[config.mk]
export PLATFORM = sky130hd
export DESIGN_NAME = reg_bank
export DESIGN_NICKNAME = d
export VERILOG_FILES = /design/src/rtl/reg_bank.sv
export SDC_FILE = /design/constraint.sdc
export NUM_CORES = 1
export LEC_CHECK = 0
export CORE_UTILIZATION = 45
export CTS_CLUSTER_SIZE = 8
export DETAILED_ROUTE_END_ITERATION = 10
export PLACE_DENSITY = 0.6
export SLEW_MARGIN = 20
export SYNTH_ARGS = -nofsm -noshare
export SYNTH_HDL_FRONTEND = slang
export SYNTH_SLANG_ARGS = --single-unit
export TNS_END_PERCENT = 5
[constraint.sdc]
create_clock -name clk -period 23.2 [get_ports clk]
set_clock_uncertainty 0.05 [all_clocks]
set_input_delay 4.64 -clock clk [delete_from_list [all_inputs] [get_ports clk]]
set_output_delay 4.64 -clock clk [all_outputs]
set_load 0.02 [all_outputs]
[src/rtl/reg_bank.sv]
// 32x16 decode-stage register file: two combinational read ports with 4:1 forwarding muxes, imm override on B.
// Latency: reads are zero-cycle combinational, DM result retires on every clk edge; no backpressure.
module reg_bank #(
  parameter int DATA_W = 16,
  parameter int ADDR_W = 5
) (
  input  logic              clk,
  input  logic              rst,
  input  logic [DATA_W-1:0] ans_ex,
  input  logic [DATA_W-1:0] ans_dm,
  input  logic [DATA_W-1:0] ans_wb,
  input  logic [DATA_W-1:0] imm,
  input  logic [ADDR_W-1:0] RA,
  input  logic [ADDR_W-1:0] RB,
  input  logic [ADDR_W-1:0] RW_dm,
  input  logic [1:0]        mux_sel_A,
  input  logic [1:0]        mux_sel_B,
  input  logic              imm_sel,
  output logic [DATA_W-1:0] A,
  output logic [DATA_W-1:0] B
);

  localparam int NREGS = 2 ** ADDR_W;

  logic [DATA_W-1:0] regs [NREGS];
  logic [DATA_W-1:0] reg_a;
  logic [DATA_W-1:0] reg_b;
  logic [DATA_W-1:0] fwd_b;

  // RW_dm == 0 doubles as "no write", which keeps R0 at its reset value of zero.
  always_ff @(posedge clk or posedge rst) begin
    if (rst) begin
      for (int i = 0; i < NREGS; i++) begin
        regs[i] <= '0;
      end
    end else if (RW_dm != '0) begin
      regs[RW_dm] <= ans_dm;
    end
  end

  // No write-through: a same-cycle producer must be picked up via the forwarding selects.
  always_comb begin
    reg_a = regs[RA];
    reg_b = regs[RB];
  end

  always_comb begin
    A = reg_a;
    unique case (mux_sel_A)
      2'b00:   A = reg_a;
      2'b01:   A = ans_ex;
      2'b10:   A = ans_dm;
      default: A = ans_wb;
    endcase
  end

  always_comb begin
    fwd_b = reg_b;
    unique case (mux_sel_B)
      2'b00:   fwd_b = reg_b;
      2'b01:   fwd_b = ans_ex;
      2'b10:   fwd_b = ans_dm;
      default: fwd_b = ans_wb;
    endcase
  end

  assign B = imm_sel ? imm : fwd_b;

endmodule

# Word-level counts from Yosys, hierarchy flattened
# Cells that the tools add are included.
[totals] regBits=512 inputBits=86 output_inout_bits=32 word_cells=59
[op_classes] n_lt_le_gt_ge=4 eq_ne=4 muxes=12 bitwise_logic=3 n_reduce_logical=4
[op_table] op="$bwmux W512" n=1
[op_table] op="$bmux W16 S5" n=2
[op_table] op="$mux W16" n=6
[op_table] op="$pmux W16 S3" n=2
[op_table] op="$demux W16 S5" n=1
[op_table] op="$ge A6 B6 Y1 const B" n=3
[op_table] op="$not A5 Y6" n=3
[op_table] op="$lt A6 B1 Y1 const B" n=1
[op_table] op="$reduce_bool A5 Y1" n=1
[op_table] op="$eq A2 B1 Y1 const B" n=2
[op_table] op="$eq A2 B2 Y1 const B" n=2
[op_table] op="$logic_not A2 Y1" n=2
[op_table] op="$logic_and A1 B1 Y1" n=1

# Longest topological paths before layout
[depth] ltp_word=6 mapped_depth=9 mapped_depth_nobuf=5

# Worst setup path after synthesis
# No wires, ideal clock.
[synth_path] path_type="input -> output" from="input RB[0]" to="output B[9]" t_arrival_ns=6.242 required_time_ns=18.510 slack_ns=12.268 stages=8 path_buffers=4 path_cell_list="buf_4 > buf_8 > buf_12 > buf_12 > mux2i_1 > a221oi_1 > o22ai_1 > o41ai_2"
[synth_via] elab_chain_cells=6
[synth_lines] item="from (decl)" line_no="14" source="input logic [ADDR_W-1:0] RB,"
[synth_lines] item="$not A5 Y6 (not written as such)" line_no="44" source="reg_b = regs[RB];"
[synth_lines] item="$bmux W16 S5" line_no="44"
[synth_lines] item="$mux W16 (not written as such) (2 in series)" line_no="44"
[synth_lines] item="$pmux W16 S3" line_no="59" source="unique case (mux_sel_B)"
[synth_lines] item="$mux W16" line_no="67" source="assign B = imm_sel ? imm : fwd_b;"
[synth_lines] item="to (decl)" line_no="20" source="output logic [DATA_W-1:0] B"
# No other way between the ends. The select of a mux whose other input is x is not followed.

# Worst setup path after layout
[layout_path] from="input RB[0]" to="output B[13]"
# The elaborated chain is that of the path after synthesis.

==> impl_metrics.tcl <==
set metrics [dict create \
    status "finished clean" \
    synthCells 2318 \
    synth_cell_types 43 \
    clk_latency_ps 600 \
    cts_buffer_depth 3 \
    layout-drive-gt1-share 0.348 \
    maxCapViolCount 0 \
    nets 2419 \
    track_usage 0.285 \
    fp.dieW_um 257 \
    hold_buffers 0 \
    crit_type "in -> out" \
    critPathLaunchType "input port" \
    routedWlPerCell_um 29.4 \
    finalMaxSlewViolations 0 \
    via_count 20500 \
    top_regs "regs (512)" \
    finalCritPeriodShare 0.599 \
    post-cts-setup-buffer-count 0 \
    grt_max_degree 124 \
    fin_tns_setup_ps 0 \
    cts_buffers 74 \
    ys_seq_area_frac 0.439 \
    core-area_mm2 0.0642 \
    tightest_slew_ps 1210 \
    first_iter_violations 1716 \
    gp_congestion 0.859 \
    synth_edf_count 0 \
    h-tree-depth 3 \
    avgSynthCellArea_um2 12.6 \
    die_h_um 257 \
    ir_drop_uv 57.1 \
    fmax_ghz 0.0720 \
    async_reset_ff_frac 1.00 \
    cp_max_fo 102 \
    start_util 0.455 \
    dp.cells 3112 \
    power_mw 2.89 \
    rsz0062_at_grt "false" \
    p_per_area_mw_per_mm2 88.3 \
    drt_pass1_iterations 5 \
    cts_sinks 512 \
    clk_pin_slew_ps 50 \
    postLayoutCoreUtil 0.510 \
    vias_per_cell 6.40 \
    ys_seq_elements 512 \
    largest_reg_flops 512 \
    antenna_found_initial 0 \
    ys_warn_count 0 \
    grt_pass1_wl_um 140000 \
    drc 0 \
    min_period_ps 13890 \
    place_hpwl_um 57100 \
    fp.dieArea_mm2 0.0659 \
    cts_resized 0 \
    io_pins 118 \
    cts-root-buf "clkbuf_16" \
    syn_to_final_growth_pct 12.1 \
    hold_viol_final 0 \
    rrSetupSlack_ps 22330 \
    ant_nets 0 \
    worstSetupEndpointType "output pin" \
    min_path_type "reg -> reg" \
    arrival_ps 9200 \
    syn_nets 2404 \
    synth_flop_cell "dfrtp_1" \
    worstPathRequired_ps 18510 \
    rows 93 \
    final_cells 3195 \
    p_leak_nw 14.2 \
    setup_viol 0 \
    gr-total-overflow 0 \
    largest_register "regs" \
    cts_tree "yes" \
    numPortBuffers 117 \
    postRouteWirelength_um 93900 \
    grt_pass1_vias 20900 \
    slew_headroom 0.196 \
    syn_area_mm2 0.0292 \
]
==> synth_stat cells, types with 4 or more instances <==
cell / number / share of area
nand3_1: 6 / 0.0010
dfrtp_1: 512 / 0.44
a21oi_1: 79 / 0.014
nor3_1: 18 / 0.0031
o21bai_1: 16 / 0.0041
nor2b_1: 14 / 0.0030
buf_12: 4 / 0.0027
buf_4: 26 / 0.0067
mux4_2: 64 / 0.049
o22ai_1: 32 / 0.0069
clkbuf_1: 132 / 0.017
nand2_1: 51 / 0.0066
buf_1: 13 / 0.0017
o21ai_0: 16 / 0.0027
a22oi_1: 96 / 0.025
buf_2: 56 / 0.0096
mux2_1: 7 / 0.0027
mux2_2: 537 / 0.21
buf_6: 12 / 0.0046
o211ai_1: 16 / 0.0041
o41ai_2: 16 / 0.0089
a22o_1: 32 / 0.0096
o221a_1: 15 / 0.0058
a221oi_1: 29 / 0.0087
nor2_1: 75 / 0.0096
nand2b_1: 4 / 0.00086
a211oi_1: 17 / 0.0044
nand4_1: 17 / 0.0036
mux2i_1: 383 / 0.13
==> area by class of cell <==
cell class              count  area [µm²]
well taps                 855        1070
clock buffers              80        1990
clock inverters             2        17.5
inverters                   1        11.3
fillers                  5600       31500
repair buffers            185        1630
multi-input cells        1559       15200
diodes                      1        2.50
flip-flops and latches    512       12800
==> metrics by stage <==
| step | setup WS (ps) | hold WS, ps | instance area (µm²) |
|---|---|---|---|
| after floorplan | 4210 | 395 | 29200 |
| after global placement | 9480 | 332 | 30800 |
| after detailed placement | 9490 | 338 | 30700 |
| after CTS | 9470 | 349 | 32800 |
| after global routing | 9220 | 362 | 32700 |
| final | 9310 | 346 | 32700 |
==> where the power goes <==
part           switching (mW)  total, mW  internal (mW)  leakage [nW]
clock                   0.388      0.984          0.596         0.989
combinational           0.297      0.650          0.353          6.93
sequential              0.157       1.26           1.10          6.31
==> worst max-delay path, stage by stage <==
cell             delay, ps
buf_8                  710
buf_4                  940
buf_4                  760
mux2_2                 290
o21ai_0                110
o22ai_1                220
nor3_1                  80
o41ai_2                510
clkdlybuf4s50_1        700
==> cell usage in the layout (no fill, tap or decap), types with 4 or more instances in the layout <==
| cell type | instances |
|---|---|
| a211oi_1 | 17 |
| a21oi_1 | 79 |
| a221oi_1 | 29 |
| a22o_1 | 32 |
| a22oi_1 | 96 |
| buf_2 | 12 |
| buf_4 | 69 |
| clkbuf_16 | 79 |
| clkdlybuf4s50_1 | 102 |
| dfrtp_1 | 512 |
| mux2_1 | 7 |
| mux2_2 | 537 |
| mux2i_1 | 383 |
| mux4_2 | 64 |
| nand2_1 | 51 |
| nand2b_1 | 4 |
| nand4_1 | 17 |
| nor2_1 | 65 |
| nor2_2 | 10 |
| nor2b_1 | 10 |
| nor3_1 | 18 |
| o211ai_1 | 16 |
| o21ai_0 | 16 |
| o21bai_1 | 16 |
| o221a_1 | 15 |
| o22ai_1 | 32 |
| o41ai_2 | 16 |
==> logic make-up after synthesis <==
logic type / after synthesis / synth area share
AO/OA/AOI/OAI: 368 / 0.0953
buffers and inverters: 247 / 0.0436
flip-flops: 512 / 0.439
multiplexers: 991 / 0.390
AND/OR/NAND/NOR: 200 / 0.0319
==> metal layers <==
metal  wire, µm  vias up  track usage  part of all wire
li1           -     8761            -                 -
met1      41600    10900        0.394              0.44
met2      44100      694        0.455              0.47
met3       6000      145       0.0526             0.064
met4       2140        0       0.0837             0.023
met5          0        -            0                 0
==> path summary, 6_finish.rpt <==
kind                             endpoint  cells past startpoint  startpoint
worst max-delay path                B[13]                      9       RB[0]
worst min-delay path            regs[507]                      0   regs[507]
worst max register to register  regs[137]                      1   regs[137]
worst min register to register  regs[507]                      0   regs[507]
max in group asynchronous       regs[500]                      4         rst
min in group asynchronous       regs[491]                      2         rst
No activity file was read; power rests on OpenSTA's default activity.
